$ cat src/rtl/bsg_chip_pkg.sv
// Shared types and chip-level defaults for the link reset sequencer.
// The optional alive-wait timeout is enabled by BSG_CHIP_LINK_SEQ_TIMEOUT_EN.
package bsg_chip_pkg;

    typedef enum logic [2:0] {
        S_IDLE,
        S_IO_HOLD,
        S_IO_REL,
        S_DS_REL,
        S_CORE_REL,
        S_ALIVE,
        S_DONE,
        S_ERROR
    } bsg_chip_link_seq_state_e;

    localparam int link_seq_io_hold_gp = 16;
    localparam int link_seq_settle_gp  = 64;
    localparam int link_seq_timeout_gp = 4096;

    function automatic int max3(input int a, input int b, input int c);
        int m;
        m = (a > b) ? a : b;
        return (m > c) ? m : c;
    endfunction

endpackage

$ cat src/rtl/bsg_chip_link_seq_timer.sv
// Loadable down-counter that times every sequencer step.
// Counts down to 1 and holds there; expire_o flags the final cycle of a step.
module bsg_chip_link_seq_timer #(
    parameter int width_p = 8
) (
    input  logic               clk_i,
    input  logic               reset_i,
    input  logic               load_i,
    input  logic [width_p-1:0] val_i,
    output logic               expire_o
);

    logic [width_p-1:0] cnt_q;

    always_ff @(posedge clk_i) begin
        if (reset_i) begin
            cnt_q <= '0;
        end else if (load_i) begin
            cnt_q <= val_i;
        end else if (cnt_q > width_p'(1)) begin
            cnt_q <= cnt_q - width_p'(1);
        end
    end

    assign expire_o = (cnt_q == width_p'(1));

endmodule

$ cat src/rtl/bsg_chip_link_reset_sequencer.sv
// Orders io, downstream and core reset release for a link group, then waits for all links alive.
// Define BSG_CHIP_LINK_SEQ_TIMEOUT_EN to bound the alive wait and enable S_ERROR.
module bsg_chip_link_reset_sequencer
    import bsg_chip_pkg::*;
#(
    parameter int num_links_p = 2,
    parameter int io_hold_p   = link_seq_io_hold_gp,
    parameter int settle_p    = link_seq_settle_gp,
    parameter int timeout_p   = link_seq_timeout_gp
) (
    input  logic                     clk_i,
    input  logic                     reset_i,
    input  logic                     start_i,
    input  logic [num_links_p-1:0]   link_alive_i,
    output logic [num_links_p-1:0]   io_reset_o,
    output logic [num_links_p-1:0]   downstream_reset_o,
    output logic                     core_reset_o,
    output logic                     link_enable_o,
    output logic                     busy_o,
    output logic                     done_o,
    output logic                     error_o,
    output bsg_chip_link_seq_state_e state_o
);

    localparam int cnt_w_lp = $clog2(max3(io_hold_p, settle_p, timeout_p) + 1);

    bsg_chip_link_seq_state_e state_q, state_n;
    logic                     load;
    logic [cnt_w_lp-1:0]      load_val;
    logic                     expire;

    always_ff @(posedge clk_i) begin
        if (reset_i) begin
            state_q <= S_IDLE;
        end else begin
            state_q <= state_n;
        end
    end

    always_comb begin
        state_n = state_q;
        case (state_q)
            S_IDLE:     if (start_i) state_n = S_IO_HOLD;
            S_IO_HOLD:  if (expire) state_n = S_IO_REL;
            S_IO_REL:   if (expire) state_n = S_DS_REL;
            S_DS_REL:   if (expire) state_n = S_CORE_REL;
            S_CORE_REL: if (expire) state_n = S_ALIVE;
            S_ALIVE: begin
                if (&link_alive_i) begin
                    state_n = S_DONE;
                end
`ifdef BSG_CHIP_LINK_SEQ_TIMEOUT_EN
                else if (expire) begin
                    state_n = S_ERROR;
                end
`endif
            end
            S_DONE:     if (start_i) state_n = S_IO_HOLD;
            S_ERROR:    if (start_i) state_n = S_IO_HOLD;
            default:    state_n = S_IDLE;
        endcase
    end

    // The timer is reloaded on every state entry with the length of the state being entered.
    always_comb begin
        load     = (state_n != state_q);
        load_val = '0;
        case (state_n)
            S_IO_HOLD:  load_val = cnt_w_lp'(io_hold_p);
            S_IO_REL,
            S_DS_REL,
            S_CORE_REL: load_val = cnt_w_lp'(settle_p);
`ifdef BSG_CHIP_LINK_SEQ_TIMEOUT_EN
            S_ALIVE:    load_val = cnt_w_lp'(timeout_p);
`endif
            default:    load_val = '0;
        endcase
    end

    bsg_chip_link_seq_timer #(
        .width_p (cnt_w_lp)
    ) timer (
        .clk_i    (clk_i),
        .reset_i  (reset_i),
        .load_i   (load),
        .val_i    (load_val),
        .expire_o (expire)
    );

    logic io_rst, ds_rst, core_rst;

    always_comb begin
        io_rst   = (state_q == S_IDLE) || (state_q == S_IO_HOLD) || (state_q == S_ERROR);
        ds_rst   = io_rst || (state_q == S_IO_REL);
        core_rst = ds_rst || (state_q == S_DS_REL);
    end

    assign io_reset_o         = {num_links_p{io_rst}};
    assign downstream_reset_o = {num_links_p{ds_rst}};
    assign core_reset_o       = core_rst;
    assign link_enable_o      = (state_q == S_DONE);
    assign done_o             = (state_q == S_DONE);
    assign busy_o             = (state_q != S_IDLE) && (state_q != S_DONE) && (state_q != S_ERROR);
`ifdef BSG_CHIP_LINK_SEQ_TIMEOUT_EN
    assign error_o            = (state_q == S_ERROR);
`else
    assign error_o            = 1'b0;
`endif
    assign state_o            = state_q;

endmodule

$ cat config.mk
export PLATFORM = sky130hd
export DESIGN_NAME = bsg_chip_link_reset_sequencer
export DESIGN_NICKNAME = d
export VERILOG_FILES = /design/src/rtl/bsg_chip_pkg.sv /design/src/rtl/bsg_chip_link_seq_timer.sv /design/src/rtl/bsg_chip_link_reset_sequencer.sv
export SDC_FILE = /design/constraint.sdc
export NUM_CORES = 1
export LEC_CHECK = 0
export ABC_AREA = 1
export CORE_MARGIN = 2
export CORE_UTILIZATION = 55
export DETAILED_ROUTE_END_ITERATION = 10
export MAX_ROUTING_LAYER = met4
export PLACE_DENSITY = 0.78
export SLEW_MARGIN = 20
export SYNTH_ARGS = -nofsm -noshare
export SYNTH_HDL_FRONTEND = slang
export SYNTH_SLANG_ARGS = --single-unit
export TNS_END_PERCENT = 50
$ cat constraint.sdc
create_clock -name clk_i -period 2.7 [get_ports clk_i]
set_input_delay 0.27 -clock clk_i [delete_from_list [all_inputs] [get_ports clk_i]]
set_output_delay 0.27 -clock clk_i [all_outputs]
set_load 0.02 [all_outputs]
==> results of run 1 <==
-- path summary, 6_finish.rpt --
| path | from | end | slack (ns) | cells after the start |
|---|---|---|---|---|
| max | timer.cnt_q[0] | timer.cnt_q[1] | 0.63 | 10 |
| min | timer.cnt_q[1] | timer.cnt_q[1] | 0.49 | 2 |
| max reg2reg | timer.cnt_q[0] | timer.cnt_q[1] | 0.63 | 10 |
| min reg2reg | timer.cnt_q[1] | timer.cnt_q[1] | 0.49 | 2 |
-- synth_stat cells (4+ instances only) --
library cell,number
nor2_1,18
nand2_1,25
xor2_1,6
buf_4,6
xnor2_1,5
nor3_1,4
dfxtp_1,16
inv_1,16
nand2_2,4
nor4_2,7
nor2_4,5
nand3_1,17
-- final cells by class --
| type | instances | area, um^2 | share of cell area (%) |
|---|---|---|---|
| inverter | 19 | 73.82 | 5.514 |
| multi-input combinational | 117 | 738.2 | 55.14 |
| clock buffer | 3 | 22.52 | 1.682 |
| sequential | 16 | 320.3 | 23.93 |
| tap | 27 | 33.78 | 2.523 |
| timing repair buffer | 15 | 150.1 | 11.21 |
-- flip-flops by register name, summed over array words and instances, names as in the netlist --
name	count
state_o	3
timer.cnt_q	13
-- worst register-to-register path, stage by stage (launching register included) --
cell and delay, ns:
dfxtp_1 0.42, ha_1 0.20, nand3_1 0.12, nor2_4 0.12, nand2_2 0.10, nand2_2 0.08
nand3_1 0.11, nand2_2 0.10, nand3_2 0.28, or2_4 0.37, a21oi_2 0.11
-- per-layer routing --
metal | global-route usage, % | up-vias | wire length, um
met4 | 8.559 | 0 | 36
met5 | - | - | 0
met2 | 33.55 | 24 | 1012
met1 | 28.04 | 474 | 1155
met3 | 2.679 | 4 | 79
li1 | - | 532 | -
-- metrics by stage --
step	utilization (%)	setup WS (ns)	hold slack (ns)	instances
2_1_floorplan	-	1.049	0.3410	161
4_1_cts	66.21	0.6352	0.4956	197
3_5_place_dp	65.10	0.5736	0.4833	194
5_1_grt	66.21	0.4673	0.5359	197
6_report	66.21	0.6345	0.4941	197
3_3_place_gp	65.10	0.6119	0.4739	194
-- kinds of logic after synthesis --
family	Yosys count	share of synthesized area, %
AND/OR/NAND/NOR	96	47.40
buffers and inverters	28	12.06
flip-flops	16	26.61
XOR/XNOR	11	8.004
AO/OA/AOI/OAI	7	3.534
adder cells (fa/ha/maj)	2	2.079
other	1	0.3116
==> flow_summary.toml, run 1 <==
[yosys]
netlist_instances = 161
synth_area_leaders = "dfxtp_1 (27%), nand2_1 (7.8%), nor4_2 (7.3%)"
synth_area_per_cell_um2 = 7.476
synth_ff_type = "dfxtp_1"
ys_ff_latch = 16
yosysWarnings = 0
synth-edff-count = 0
syn_area_mm2 = 0.001204
synth_fp_nets = 168
synth_top_area_share_pct = 26.61
synthDistinctLibCells = 33
ys_seq_area_share_pct = 26.61
yosysTopAreaCell = "dfxtp_1"
ys_async_sr_fraction_pct = 0

[floorplanning]
core-area_mm2 = 0.002022
start_util_pct = 59.53
die_w_um = 50.78
placementRows = 16
dieArea_mm2 = 0.002579
ioPinCount = 17
dieHeight_um = 50.78

[layout]
fill_cells = 178
fin_nets = 179
mostFrequentLayoutCells = "nand2_1 (25), nor2_1 (18), nand3_1 (17), inv_1 (16), dfxtp_1 (16)"
syn_to_final_growth_pct = 11.23
diodes = 0
stdcell_area_mm2 = 0.001339
drive_gt1_share_pct = 20.59
mostFrequentLayoutCell = "nand2_1"

[worst_setup_path]
critPathMaxFanout = 11
cp_num_buf_inv = 0
slowest_delay_ns = 0.42
startpoint_type = "flip-flop"
end_kind = "flip-flop"
critPathRequiredTime_ns = 2.92
cp_slowest_cell = "dfxtp_1"
crit_chain = "ha_1, nand3_1, nor2_4, nand2_2, nand2_2, nand3_1, nand2_2, nand3_2, or2_4, a21oi_2"
critPathTopFamily = "simple AND/OR/NAND/NOR gates"
arrival_ns = 2.29
path_common_cell = "nand2_2"
critPathKind = "flip-flop to flip-flop"

[status]
status = "completed"

[drt]
via_per_inst = 5.249
ant_nets = 0
routed_wl_um = 2283
drc_errors = 0
vias = 1034
drtIter0Drc = 21
drt_pass1_iterations = 4
wl_per_cell_um = 11.59

[clock_tree]
cts-hold-fix-buffers = 0
htree_levels = 1
post_cts_buffers = 0
cts_buffers = 3
cts_tree = "built"
clock-sinks = 16
insertion_delay_ns = 0.29
clkTransAtPathRegs_ns = 0.09
cts_resized = 0
clk_root_buffer_cell = "clkbuf_4"
clk_path_buf_depth = 2

[timing]
slew_headroom_pct = 56.26
max_freq_ghz = 0.4841
worst_slew_pin_slew_ns = 0.6540
slew_viol_final = 0
final-setup-viol-count = 0
finalHoldViolCount = 0
fin_crit_sh_pct = 76.50
tns_ns = 0
period_needed_ns = 2.066
rsz0062_at_grt = "no"
skew_ns = 0.009500

[min_path]
worstHoldPathType = "flip-flop to flip-flop"

[grt]
grt_max_degree = 15
grt_pass1_vias = 977
globalRouteOverflowTotal = 0
antenna_found_initial = 0
grt_pass1_wl_um = 4084
grt_usage_pct = 21.40

[placed_design]
port_buffers = 15
gp_congestion = 0.9393
dp_hpwl_um = 1808
dpl_cell_area_mm2 = 0.001316

[job]
drv_cap = 0
Power of run 1 is left out: the tool's default activity adds up to more than one toggle a clock period on the data nets, which glitch-free logic cannot reach.
==> run 2, diff against run 1 <==
--- a/config.mk
+++ b/config.mk
@@ -7,10 +7,10 @@
 export LEC_CHECK = 0
 export ABC_AREA = 1
 export CORE_MARGIN = 2
-export CORE_UTILIZATION = 55
+export CORE_UTILIZATION = 48
 export DETAILED_ROUTE_END_ITERATION = 10
 export MAX_ROUTING_LAYER = met4
-export PLACE_DENSITY = 0.78
+export PLACE_DENSITY = 0.72
 export SLEW_MARGIN = 20
 export SYNTH_ARGS = -nofsm -noshare
 export SYNTH_HDL_FRONTEND = slang
==> constraint.sdc (replaced) <==
create_clock -name clk_i -period 1.9 [get_ports clk_i]
set_input_delay 0.19 -clock clk_i [delete_from_list [all_inputs] [get_ports clk_i]]
set_output_delay 0.19 -clock clk_i [all_outputs]
set_load 0.02 [all_outputs]
==> flow_summary.toml, run 2 (same netlist as run 1, synthesis figures left out) <==
[layout]
syn_to_final_growth_pct = 17.67
largest_reg_flops = 13
fin_util_pct = 58.23
register_area_um2 = 325.3
fin_nets = 185
drive_gt1_share_pct = 27.27
mostFrequentLayoutCells = "nand2_1 (25), nor2_1 (18), nand3_1 (16), inv_1 (15), clkdlybuf4s50_1 (13)"
top_register = "timer.cnt_q"
diodes = 0
fill_cells = 223
mostFrequentLayoutCell = "nand2_1"
multiInputGateArea_um2 = 753.2

[timing]
max_freq_ghz = 0.5528
rsz0062_at_grt = "yes"
finalHoldViolCount = 0
final-setup-viol-count = 0
skew_ns = 0.005980
setup_ws_ns = 0.09088
slew_viol_final = 0
fin_crit_sh_pct = 95.22
period_needed_ns = 1.809

[worst_setup_path]
r2r.worst_path.cells = 11
end_kind = "primary output"
critPathKind = "flip-flop to primary output"
critPathMaxFanout = 8
critPathTopFamily = "buffers and inverters"
critical_path_depth = 5
crit_chain = "nand2_1, clkinv_1, nand2_1, nand3_1, clkdlybuf4s50_1"
r2r-start = "timer.cnt_q[1]"
path_common_cell = "nand2_1"
startpoint_type = "flip-flop"
cp_num_buf_inv = 2
cp_slowest_cell = "clkdlybuf4s50_1"
critPathRequiredTime_ns = 1.71
critPathLaunch = "state_o[1]"
slowest_delay_ns = 0.60
arrival_ns = 1.62

[min_path]
hold_depth = 2
hp-start = "timer.cnt_q[1]"
worstHoldPathType = "flip-flop to flip-flop"

[grt]
globalRouteOverflowTotal = 0
met1_usage_pct = 22.26
grt_max_degree = 10
use_met2_pct = 34.55
use_met3_pct = 3.611
antenna_found_initial = 0
grt_pass1_vias = 1045
busiest_layer = "met2"
grt_usage_pct = 19.82
grt_pass1_wl_um = 4140

[clock_tree]
clock-sinks = 16
htree_levels = 1
cts_tree = "built"
clk_path_buf_depth = 2
insertion_delay_ns = 0.28
cts-hold-fix-buffers = 0
clk_root_buffer_cell = "clkbuf_4"
cts_buffers = 3
clkTransAtPathRegs_ns = 0.08

[status]
status = "completed"

[job]
drv_cap = 0

[drt]
wl_per_cell_um = 11.87
drtIter0Drc = 10
drc_errors = 0
via_per_inst = 5.267
ant_nets = 0
routed_wl_um = 2446
vias = 1085
drt_pass1_iterations = 4

[floorplanning]
placementRows = 18
dieHeight_um = 54.08
ioPinCount = 17
core-area_mm2 = 0.002432
dieArea_mm2 = 0.002924
start_util_pct = 49.49
die_w_um = 54.08

[placed_design]
post-place-ws_ns = 0.07003
dp_hpwl_um = 1965
port_buffers = 15
gp_congestion = 0.8633
==> run 2: cell types whose count changed in the layout (fill, tap and decap cells not counted), sizes merged <==
cell / delta
clkdlybuf4s50: -2
dlymetal6s2s: +2
buf: +6
==> run 2: tightest hold or removal path: cells and delay by family, from the launching register on <==
family	cells	cell delay (ns)
AO/OA/AOI/OAI	1	0.05
flip-flops	1	0.34
AND/OR/NAND/NOR	1	0.08
==> run 2: per-stage QoR <==
step	area, um^2	setup TNS [ns]	hold WS [ns]	cells
5_1_grt	1416	-0.1474	0.5353	206
3_5_place_dp	1350	0	0.4845	201
6_report	1416	0	0.5016	206
3_3_place_gp	1350	0	0.4749	201
2_1_floorplan	1204	0	0.2610	161
4_1_cts	1374	0	0.4971	204
==> run 2: path summary, 6_finish.rpt <==
path | end | slack (ns)
max | downstream_reset_o[0] | 0.09
min | timer.cnt_q[1] | 0.50
max reg2reg | timer.cnt_q[0] | 0.10
min reg2reg | timer.cnt_q[1] | 0.50
==> run 2: metal layers <==
| layer | share of wire (%) | wire length, um |
|---|---|---|
| met2 | 50 | 1214 |
| met3 | 3.3 | 81 |
| met5 | 0 | 0 |
| met4 | 1.6 | 38 |
| met1 | 45 | 1111 |
==> run 2: what timing repair did <==
| action | in CTS | in global routing |
|---|---|---|
| cloned | 0 | 0 |
| gates resized for setup | 1 | 10 |
| pin swaps | 0 | 2 |
| endpoints found under the hold margin | 0 | 0 |
| endpoints found under the setup margin | 5 | 19 |
| buffers inserted | 0 | 2 |
==> run 2: layout make-up <==
type	instances	share of cell area [%]
tap	30	2.650
clock buffer	3	1.590
inverter	19	5.212
multi-input combinational	117	53.18
sequential	16	22.97
timing repair buffer	21	14.40
Power of run 2 is left out for the same reason.
